$ cat src/rtl/dec_seq_onehot_if.sv
// dec_seq_onehot_if: select/step control and registered one-hot status bundle
interface dec_seq_onehot_if #(
  parameter int N    = 2,
  parameter int OUTS = 4
);
  logic            Enable;
  logic [N-1:0]    A;
  logic            load;
  logic [1:0]      mode;
  logic            step;
  logic [OUTS-1:0] Y;
  logic [N-1:0]    sel;
  logic            wrap;
  logic            err;
  modport master (output Enable, A, load, mode, step, input Y, sel, wrap, err);
  modport slave  (input Enable, A, load, mode, step, output Y, sel, wrap, err);
endinterface

$ cat src/rtl/dec_seq_onehot.sv
// dec_seq_onehot: registered one-hot decoder with loadable, steppable select index
module dec_seq_onehot #(
  parameter int N    = 2,
  parameter int OUTS = 4
) (
  input logic             clk,
  input logic             rst,
  dec_seq_onehot_if.slave bus
);
  localparam logic [N:0]   OUTS_W = (N+1)'(OUTS);
  localparam logic [N-1:0] LAST   = N'(OUTS - 1);
  logic [N-1:0]    idx_q, idx_d;
  logic [OUTS-1:0] y_q, y_d;
  logic            wrap_q, wrap_d, err_q, err_d, a_ok, up, dn;
  // Wide compare so OUTS == 2**N never overflows the range check
  assign a_ok = {1'b0, bus.A} < OUTS_W;
  assign up   = bus.step && bus.Enable && bus.mode == 2'b01;
  assign dn   = bus.step && bus.Enable && bus.mode == 2'b10;
  // Next index: load beats direct mode beats stepping; wrap is an explicit boundary compare
  always_comb begin
    idx_d  = idx_q;
    err_d  = err_q;
    wrap_d = 1'b0;
    if (bus.load) begin
      idx_d = a_ok ? bus.A : idx_q;
      err_d = !a_ok;
    end else if (bus.mode == 2'b11) begin
      idx_d = a_ok ? bus.A : idx_q;
      err_d = err_q || !a_ok;
    end else if (up) begin
      wrap_d = idx_q == LAST;
      idx_d  = wrap_d ? '0 : idx_q + 1'b1;
    end else if (dn) begin
      wrap_d = idx_q == '0;
      idx_d  = wrap_d ? LAST : idx_q - 1'b1;
    end
    y_d = bus.Enable ? (OUTS'(1) << idx_d) : '0;
  end
  // State and registered outputs, cleared asynchronously
  always_ff @(posedge clk or posedge rst) begin
    if (rst) begin
      idx_q  <= '0;
      y_q    <= '0;
      wrap_q <= 1'b0;
      err_q  <= 1'b0;
    end else begin
      idx_q  <= idx_d;
      y_q    <= y_d;
      wrap_q <= wrap_d;
      err_q  <= err_d;
    end
  end
  assign bus.Y    = y_q;
  assign bus.sel  = idx_q;
  assign bus.wrap = wrap_q;
  assign bus.err  = err_q;
endmodule
$ cat src/flat_wrapper.sv
// flat-port wrapper written by rule: the top's interface ports become plain ports
module dec_seq_onehot_flat 
#(
  parameter int N    = 2,
  parameter int OUTS = 4
)
  (clk, rst, bus_Enable, bus_A, bus_load, bus_mode, bus_step, bus_Y, bus_sel, bus_wrap, bus_err);
  dec_seq_onehot_if #(.N(N), .OUTS(OUTS)) bus_i ();
  input logic clk;
  input logic rst;
  input wire logic [$bits(bus_i.Enable)-1:0] bus_Enable;
  input wire logic [$bits(bus_i.A)-1:0] bus_A;
  input wire logic [$bits(bus_i.load)-1:0] bus_load;
  input wire logic [$bits(bus_i.mode)-1:0] bus_mode;
  input wire logic [$bits(bus_i.step)-1:0] bus_step;
  output wire logic [$bits(bus_i.Y)-1:0] bus_Y;
  output wire logic [$bits(bus_i.sel)-1:0] bus_sel;
  output wire logic [$bits(bus_i.wrap)-1:0] bus_wrap;
  output wire logic [$bits(bus_i.err)-1:0] bus_err;
  assign bus_i.Enable = bus_Enable;
  assign bus_i.A = bus_A;
  assign bus_i.load = bus_load;
  assign bus_i.mode = bus_mode;
  assign bus_i.step = bus_step;
  assign bus_Y = bus_i.Y;
  assign bus_sel = bus_i.sel;
  assign bus_wrap = bus_i.wrap;
  assign bus_err = bus_i.err;
  dec_seq_onehot #(.N(N), .OUTS(OUTS)) u_core (.clk(clk), .rst(rst), .bus(bus_i));
endmodule
$ cat config.mk
export PLATFORM = sky130hd
export DESIGN_NAME = dec_seq_onehot_flat
export DESIGN_NICKNAME = d
export VERILOG_FILES = /design/src/rtl/dec_seq_onehot_if.sv /design/src/rtl/dec_seq_onehot.sv /design/src/flat_wrapper.sv
export SDC_FILE = /design/constraint.sdc
export NUM_CORES = 1
export LEC_CHECK = 0
export CORE_AREA = 5 5 42 44
export CTS_CLUSTER_SIZE = 16
export DETAILED_ROUTE_END_ITERATION = 10
export DIE_AREA = 0 0 47 49
export HOLD_SLACK_MARGIN = 0.05
export PLACE_DENSITY = 0.76
export RECOVER_POWER = 100
export SKIP_LAST_GASP = 1
export SYNTH_ARGS = -nofsm -noshare
export SYNTH_HDL_FRONTEND = slang
export SYNTH_SLANG_ARGS = --single-unit
$ cat constraint.sdc
create_clock -name clk -period 1.6 [get_ports clk]
set_input_delay 0.32 -clock clk [delete_from_list [all_inputs] [get_ports clk]]
set_output_delay 0.32 -clock clk [all_outputs]
set_load 0.02 [all_outputs]
After elaboration in Yosys (flattened, before gate mapping)
Index checks and enable logic that the tools add are counted.
{"block": "classes", "addsub": 2, "n_eq_ne": 4, "n_shift": 1, "mux": 11, "n_reduce_logical": 4}
{"op": "$mux W2", "count": 6}
{"op": "$eq A2 B2 Y1 const B", "count": 3}
{"op": "$mux W1", "count": 4}
{"op": "$mux W4", "count": 1}
{"op": "$shl A1 B2 Y4 const A", "count": 1}
{"op": "$logic_and A1 B1 Y1", "count": 3}
{"op": "$add A2 B1 Y2 const B", "count": 1}
{"op": "$eq A2 B1 Y1 const B", "count": 1}
{"op": "$logic_not A2 Y1", "count": 1}
{"op": "$sub A2 B1 Y2 const B", "count": 1}
{"block": "totals", "reg_bits": 7, "in_bits": 9, "output_inout_bits": 8}

Logic depth before layout (Yosys ltp)
Gate-level depths: netlist (run 1).
{"block": "logic_depth", "word_depth": 8, "mapped_depth": 6}

Least setup slack after synthesis (run 1)
No wires, ideal clock.
{"block": "synth_path", "kind": "reg2reg", "start": "reg u_core.idx_q[0], in the netlist u_core.bus.sel[0]", "end": "reg u_core.y_q[3], in the netlist u_core.bus.Y[3]", "setup_ns": 0.067, "arrival_time_ns": 1.608, "required_ns": 1.533, "path_slack_ns": -0.074, "stages_incl_launch_ff": 7, "path_buffers": 0, "synth_period_minus_slack_ns": 1.674, "path_cell_list": "dfrtp_1 > inv_1 > ha_1 > nor3b_1 > o32a_1 > a211oi_4 > and3_1"}
{"block": "synth_between", "elab_chain_len": 8, "elab_cells_between_ends": 12}
{"element": "start, declared", "line_no": "dec_seq_onehot.sv:12", "rtl": "logic [N-1:0] idx_q, idx_d;"}
{"element": "start signal, assigned", "line_no": "dec_seq_onehot.sv:47", "rtl": "idx_q <= idx_d;"}
{"element": "$sub A2 B1 Y2 or $logic_not A2 Y1 (tied branches)", "line_no": "dec_seq_onehot.sv:35, dec_seq_onehot.sv:34"}
{"element": "$mux W2", "line_no": "dec_seq_onehot.sv:35", "rtl": "idx_d = wrap_d ? LAST : idx_q - 1'b1;"}
{"element": "$mux W2", "line_no": "dec_seq_onehot.sv:33", "rtl": "end else if (dn) begin"}
{"element": "$mux W2 *", "line_no": "dec_seq_onehot.sv:30", "rtl": "end else if (up) begin"}
{"element": "$mux W2 *", "line_no": "dec_seq_onehot.sv:27", "rtl": "end else if (bus.mode == 2'b11) begin"}
{"element": "$mux W2 *", "line_no": "dec_seq_onehot.sv:24", "rtl": "if (bus.load) begin"}
{"element": "named net u_core.idx_d[0]", "line_no": "dec_seq_onehot.sv:12"}
{"element": "$shl A1 B2 Y4 *", "line_no": "dec_seq_onehot.sv:37", "rtl": "y_d = bus.Enable ? (OUTS'(1) << idx_d) : '0;"}
{"element": "$mux W4 *", "line_no": "dec_seq_onehot.sv:37"}
{"element": "named net u_core.y_d[3]", "line_no": "dec_seq_onehot.sv:13", "rtl": "logic [OUTS-1:0] y_q, y_d;"}
{"element": "end signal, assigned", "line_no": "dec_seq_onehot.sv:48", "rtl": "y_q <= y_d;"}
{"element": "end, declared", "line_no": "dec_seq_onehot.sv:13"}
The timed path passes the listed nets; every way through them passes the cells marked *.

Final worst setup path (run 1)
{"block": "layout_path", "start": "in bus_step", "end": "reg u_core.y_q[3], in the netlist u_core.bus.Y[3]"}
{"block": "layout_between", "elab_chain_len": 8, "elab_cells_between_ends": 9}
{"element": "start, declared", "line_no": "flat_wrapper.sv:15", "rtl": "input wire logic [$bits(bus_i.step)-1:0] bus_step;"}
{"element": "$logic_and A1 B1 Y1 *", "line_no": "dec_seq_onehot.sv:17, dec_seq_onehot.sv:18"}
{"element": "$logic_and A1 B1 Y1", "line_no": "dec_seq_onehot.sv:18", "rtl": "assign dn = bus.step && bus.Enable && bus.mode == 2'b10;"}
{"element": "$mux W2", "line_no": "dec_seq_onehot.sv:33"}
{"element": "$mux W2 *", "line_no": "dec_seq_onehot.sv:30"}
{"element": "$mux W2 *", "line_no": "dec_seq_onehot.sv:27"}
{"element": "$mux W2 *", "line_no": "dec_seq_onehot.sv:24"}
{"element": "named net u_core.idx_d[0]", "line_no": "dec_seq_onehot.sv:12"}
{"element": "$shl A1 B2 Y4 *", "line_no": "dec_seq_onehot.sv:37"}
{"element": "$mux W4 *", "line_no": "dec_seq_onehot.sv:37"}
{"element": "named net u_core.y_d[3]", "line_no": "dec_seq_onehot.sv:13"}
Marks and branches as above.

==> impl_metrics.env, run 1 <==
export IMPL_status="complete, but fails checks"
export IMPL_violations="negative setup slack"
export IMPL_critPathArrivalTime_ps=1900
export IMPL_core_um2=1401
export IMPL_use_met3_pct=3.321
export IMPL_via_count=487
export IMPL_cts_tree="done"
export IMPL_layout_commonest_cell="buf_4"
export IMPL_cpPeakStageDelay_ps=540
export IMPL_post_place_cells=90
export IMPL_die_area_um2=2303
export IMPL_io_buffers=15
export IMPL_synthesis_area_um2=476.7
export IMPL_crit_path_top_delay_cell="clkdlybuf4s50_1"
export IMPL_ctsHtreeMaxLevel=1
export IMPL_seqCellArea_um2=177.7
export IMPL_synth_seq_cells=7
export IMPL_maxSlewViolCount=0
export IMPL_dp_hpwl_um=1045
export IMPL_first_pass_iters=3
export IMPL_rows=14
export IMPL_path_max_fanout=7
export IMPL_worstSetupPathType="primary input to register"
export IMPL_leakagePower_uw=0.0003676
export IMPL_cp_end_kind="register"
export IMPL_n_antenna_cell=0
export IMPL_hp_class="primary input to asynchronous set/reset pin"
export IMPL_final_setup_worst_slack_ps=-115.8
export IMPL_top_usage_layer="met2"
export IMPL_insertion_delay_ps=250
export IMPL_syn_inst=49
export IMPL_cts_max_path_buffers=2
export IMPL_nFillCells=128
export IMPL_final_cell_mix="buf_4, clkdlybuf4s50_1, dfrtp_1"
export IMPL_cts_sinks=7
export IMPL_rsz0062_at_grt="true"
export IMPL_gp_congestion=0.7917
export IMPL_cap_violations=0
export IMPL_cp_required_ps=1780
export IMPL_synthDistinctLibCells=29
export IMPL_peakVddDrop_v=0.0002925
export IMPL_fin_crit_ps=1716
export IMPL_grt_pass1_vias=465
export IMPL_finalSetupTns_ps=-352.5
export IMPL_yosysWarnings=0
export IMPL_cts_root_buf="clkbuf_4"
export IMPL_grt_pass1_wl_um=2125
export IMPL_powerDensity_nw_per_um2=710.0
export IMPL_io_pins=17
export IMPL_drc_errors=0
export IMPL_synth_top_area_cell="dfrtp_1"
export IMPL_clkTransAtPathRegs_ps=50
export IMPL_final_layout_size_suffix_gt1_share_pct=38.75
export IMPL_finClkSkew_ps=2.916
export IMPL_drtIter0Drc=10
export IMPL_overflow=0
export IMPL_cp_cell_sequence="clkdlybuf4s50_1, and3_1, o32a_1, a211oi_4, and3_1"
export IMPL_use_met1_pct=15.63
export IMPL_cts_made_buffers=3
export IMPL_die_y_um=49
export IMPL_synth_avg_cell_area_um2=9.729
export IMPL_setup_viol=5
export IMPL_cp_common_cell="and3_1"
export IMPL_synth_top_cells_by_area="dfrtp_1, ha_1, nor3b_1"
export IMPL_grt_use_met2_pct=20.81
export IMPL_max_clock_freq_ghz=0.5828
export IMPL_seq_area_frac_synth_pct=36.75
export IMPL_crit_family="compound AO/OA/AOI/OAI gates"
export IMPL_instances_no_fill=96
export IMPL_synth_nets=61
export IMPL_holdBufCountCts=0
export IMPL_ant_nets=0
export IMPL_r2r_slack_ps=-110
export IMPL_yosys_area_top_type_share_pct=36.75
export IMPL_viasPerCell=5.073
export IMPL_final_nets=93
export IMPL_start_kind="primary input"
export IMPL_cp_num_buf_inv=1
export IMPL_finalCritPeriodShare_pct=107.2
export IMPL_start_util_pct=34.02
export IMPL_grt_usage_pct=12.95
export IMPL_die_width_um=47
export IMPL_multi_input_area_um2=321.6
export IMPL_finalHoldViolCount=0
export IMPL_power_uw=581.0
export IMPL_routed_wl_um=1393
export IMPL_area_growth_pct=71.65
export IMPL_antenna_found_initial=0
export IMPL_grt_max_degree=11
export IMPL_wl_per_cell_um=14.51
==> cell usage after synthesis <==
library cell and n:
and3_1 3, a211oi_1 2, or2_0 1, nor2_1 1
or2b_1 1, a211oi_4 1, o41ai_1 1, dfrtp_1 7
a21boi_1 1, buf_2 1, or2_1 1, o32a_1 1
nor3b_1 3, clkbuf_4 1, inv_1 3, nand4_1 1
nor2b_1 1, o31a_1 1, nand4b_1 2, a21oi_2 1
ha_1 3, nand2_1 3, a21o_2 1, o21ai_0 1
a21oi_1 3, nand3b_1 1, buf_4 1, conb_1 1
o31ai_1 1
==> per-layer routing <==
metal | wire length (um) | vias up | share of wire, %
li1 | - | 242 | -
met1 | 525 | 223 | 38
met2 | 753 | 18 | 54
met3 | 100 | 4 | 7.2
met4 | 13 | 0 | 0.93
met5 | 0 | - | 0
==> cell families (layout without fill, tap and decap cells) <==
| kind of cell | count (synthesis) | after routing | share of synthesized area [%] |
|---|---|---|---|
| compound gates | 14 | 14 | 24.15 |
| fa+ha+maj | 3 | 3 | 7.875 |
| buf+inv | 6 | 37 | 6.562 |
| flops | 7 | 7 | 36.75 |
| other cells | 1 | 1 | 0.7866 |
| simple gates | 18 | 18 | 23.89 |
==> registers in the layout, summed over array words and instances (netlist names) <==
signal and cells:
u_core.bus.sel 2, u_core.bus.wrap 1, u_core.bus.Y 4
==> area by class of cell <==
type                       instances  share of cell area [%]
multi-input combinational         36                   39.30
timing repair buffer              30                   31.65
sequential                         7                   21.71
clock buffer                       4                   3.211
tap                               16                   2.446
inverter                           3                   1.682
==> stage by stage <==
stage	util [%]	hold slack [ps]	area, um^2	setup slack (ps)
after floorplan	-	123.3	479.2	19.63
after global placement	51.88	560.7	726.9	-300.9
after detailed placement	51.88	567.9	726.9	-389.4
after CTS	53.75	301.7	753.2	-59.94
after global routing	58.39	468.5	818.3	-161.5
final	58.39	433.7	818.3	-115.8
==> final timing paths <==
path | end | from | cells after the start
min | u_core.bus.wrap$_DFF_PP0_ | rst | 2
max in group asynchronous | u_core.bus.sel[1]$_DFF_PP0_ | rst | 2
min reg2reg | u_core.bus.sel[1]$_DFF_PP0_ | u_core.bus.sel[1]$_DFF_PP0_ | 3
max | u_core.bus.Y[3]$_DFF_PP0_ | bus_step | 5
min in group clk | u_core.bus.wrap$_DFF_PP0_ | bus_mode[1] | 4
max reg2reg | u_core.bus.Y[3]$_DFF_PP0_ | u_core.bus.sel[0]$_DFF_PP0_ | 6
==> repair_timing <==
action,4_1_cts,5_1_grt
buffers inserted,0,2
endpoints found under the setup margin,6,5
endpoints found under the hold margin,0,0
resized for setup,4,11
pin swaps,0,7
gates cloned,0,0
==> power breakdown <==
group	internal, uW	switching (uW)
logic	109	113
clock network	95.1	64.9
registers	192	7.32
total	396	185
(Power assumes the default switching activity.)
==> run 2: changes to the inputs <==
Settings changed: ABC_CLOCK_PERIOD_IN_PS from default to 1600, CORE_AREA 5 5 42 44 to 8 8 45 47, DIE_AREA 0 0 47 49 to 0 0 53 55.
==> run 2 against run 1 <==
Net effect: the flow still finishes with violations (negative setup slack); combinational power fell by 8%; via count increased by 1.0%; critical path depth up 1; global-route usage fell by 4.6 points; sequential power hardly changed; setup slack better by 81 ps; critical endpoint is now u_core.bus.Y[1]$_DFF_PP0_.
==> impl_metrics.env, run 2 (synthesis results as in run 1) <==
export IMPL_path_max_fanout=5
export IMPL_max_clock_freq_ghz=0.6118
export IMPL_powerDensity_nw_per_um2=736.8
export IMPL_switchingPower_uw=181.5
export IMPL_largest_register_ffs=4
export IMPL_cts_sinks=7
export IMPL_critPathArrivalTime_ps=1830
export IMPL_cp_required_ps=1790
export IMPL_crit_path_top_delay_cell="dfrtp_2"
export IMPL_cpPeakStageDelay_ps=420
export IMPL_cts_tree="done"
export IMPL_fin_util_pct=55.33
export IMPL_n_antenna_cell=0
export IMPL_ant_nets=0
export IMPL_viasPerCell=5.348
export IMPL_cp_cell_sequence="inv_4, ha_4, nor3b_1, o32a_1, a211oi_4, and3_1"
export IMPL_finalHoldViolCount=0
export IMPL_area_growth_pct=60.63
export IMPL_cp_end_kind="register"
export IMPL_status="complete, but fails checks"
export IMPL_via_count=492
export IMPL_nFillCells=130
export IMPL_leakagePower_uw=0.0003387
export IMPL_cts_made_buffers=3
export IMPL_dp_slack_ps=-365.3
export IMPL_holdWs_ps=429.3
export IMPL_wl_per_cell_um=14.79
export IMPL_hp_class="primary input to asynchronous set/reset pin"
export IMPL_io_buffers=15
export IMPL_antenna_found_initial=0
export IMPL_multi_input_area_um2=299.0
export IMPL_finalSetupTns_ps=-54.20
export IMPL_fin_crit_ps=1634
export IMPL_dp_hpwl_um=980.9
export IMPL_grt_pass1_vias=426
export IMPL_gp_congestion=0.7604
export IMPL_worstSetupPathType="register to register"
export IMPL_final_cell_mix="buf_4, clkdlybuf4s50_1, dfrtp_1"
export IMPL_violations="negative setup slack"
export IMPL_grt_max_degree=12
export IMPL_start_util_pct=34.45
export IMPL_overflow=0
export IMPL_rows=14
export IMPL_routed_wl_um=1361
export IMPL_final_layout_size_suffix_gt1_share_pct=34.21
export IMPL_final_setup_worst_slack_ps=-34.44
export IMPL_crit_family="compound AO/OA/AOI/OAI gates"
export IMPL_clkTransAtPathRegs_ps=50
export IMPL_p_clk_share_pct=28.7
export IMPL_layout_commonest_cell="buf_4"
export IMPL_grt_usage_pct=8.306
export IMPL_rsz0062_at_grt="true"
export IMPL_seqCellArea_um2=177.7
export IMPL_switching_share_pct=32.16
export IMPL_peakVddDrop_v=0.0003417
export IMPL_insertion_delay_ps=260
export IMPL_r2r_cells=6
export IMPL_grt_pass1_wl_um=1828
export IMPL_die_area_um2=2915
export IMPL_setup_viol=3
export IMPL_drtIter0Drc=10
export IMPL_crit_cells=6
export IMPL_p_int_uw=382.8
export IMPL_cap_violations=0
export IMPL_cp_num_buf_inv=1
export IMPL_io_pins=17
export IMPL_p_seq_share_pct=35.1
export IMPL_die_y_um=55
export IMPL_cts_root_buf="clkbuf_4"
export IMPL_die_width_um=53
export IMPL_cts_max_path_buffers=2
export IMPL_core_um2=1384
export IMPL_final_nets=89
export IMPL_drc_errors=0
export IMPL_finalCritPeriodShare_pct=102.2
export IMPL_maxSlewViolCount=0
export IMPL_first_pass_iters=6
export IMPL_finClkSkew_ps=2.555
export IMPL_start_kind="register"
export IMPL_combPwrFrac_pct=36.2
export IMPL_ctsHtreeMaxLevel=1
run 2: changes by cell type in the layout (fill, tap and decap cells not counted), sizes merged:
cell           previous run  this run
clkinv                    0         1
clkdlybuf4s50             9        10
dlymetal6s2s              1         0
dlygate4sd2               3         4
buf                      14        11
dlygate4sd3               2         1
clkbuf                    5         3
run 2: worst paths after layout:
check | slack (ps) | end | startpoint
min in group clk | 580 | u_core.bus.wrap$_DFF_PP0_ | bus_mode[1]
worst min register to register | 780 | u_core.bus.sel[1]$_DFF_PP0_ | u_core.bus.sel[1]$_DFF_PP0_
worst max-delay path | -30 | u_core.bus.Y[1]$_DFF_PP0_ | u_core.bus.sel[0]$_DFF_PP0_
worst max register to register | -30 | u_core.bus.Y[1]$_DFF_PP0_ | u_core.bus.sel[0]$_DFF_PP0_
max in group asynchronous | 950 | u_core.bus.sel[0]$_DFF_PP0_ | rst
worst min-delay path | 430 | u_core.bus.Y[0]$_DFF_PP0_ | rst
run 2: layout make-up:
cell class	instances	share of cell area, %
timing repair buffer	26	29.74
inverter	3	1.797
clock buffer	3	2.941
tap	16	2.614
multi-input combinational	36	39.05
sequential	7	23.20
clock inverter	1	0.6536
run 2: per-layer routing:
metal	track usage, %	wire [um]	vias to the layer above
met5	0	0	-
met4	2.586	46	0
met1	9.133	553	231
met3	3.476	132	8
li1	-	-	229
met2	14.26	630	24
run 2: metrics by stage:
step | area [um^2] | power [uW] | std cells
6_report | 765.7 | 564.2 | 92
2_1_floorplan | 479.2 | 300.4 | 49
3_3_place_gp | 704.4 | 387.8 | 87
3_5_place_dp | 704.4 | 391.3 | 87
5_1_grt | 765.7 | 596.1 | 92
4_1_cts | 726.9 | 549.0 | 91
run 2: repair_timing:
item                                    CTS  global route
gates resized for setup                   4             7
buffers inserted                          0             1
endpoints found under the setup margin    6             5
hold endpoints to repair                  0             0
pin swaps                                 0             5
hold buffers                              0             0
run 2: power groups by stage:
stage	sequential [uW]	clock, uW	combinational (uW)
6_report	198	162	204
5_1_grt	199	178	219
4_1_cts	197	166	187
3_3_place_gp	199	0	188
3_5_place_dp	200	0	192
2_1_floorplan	222	0	78.7
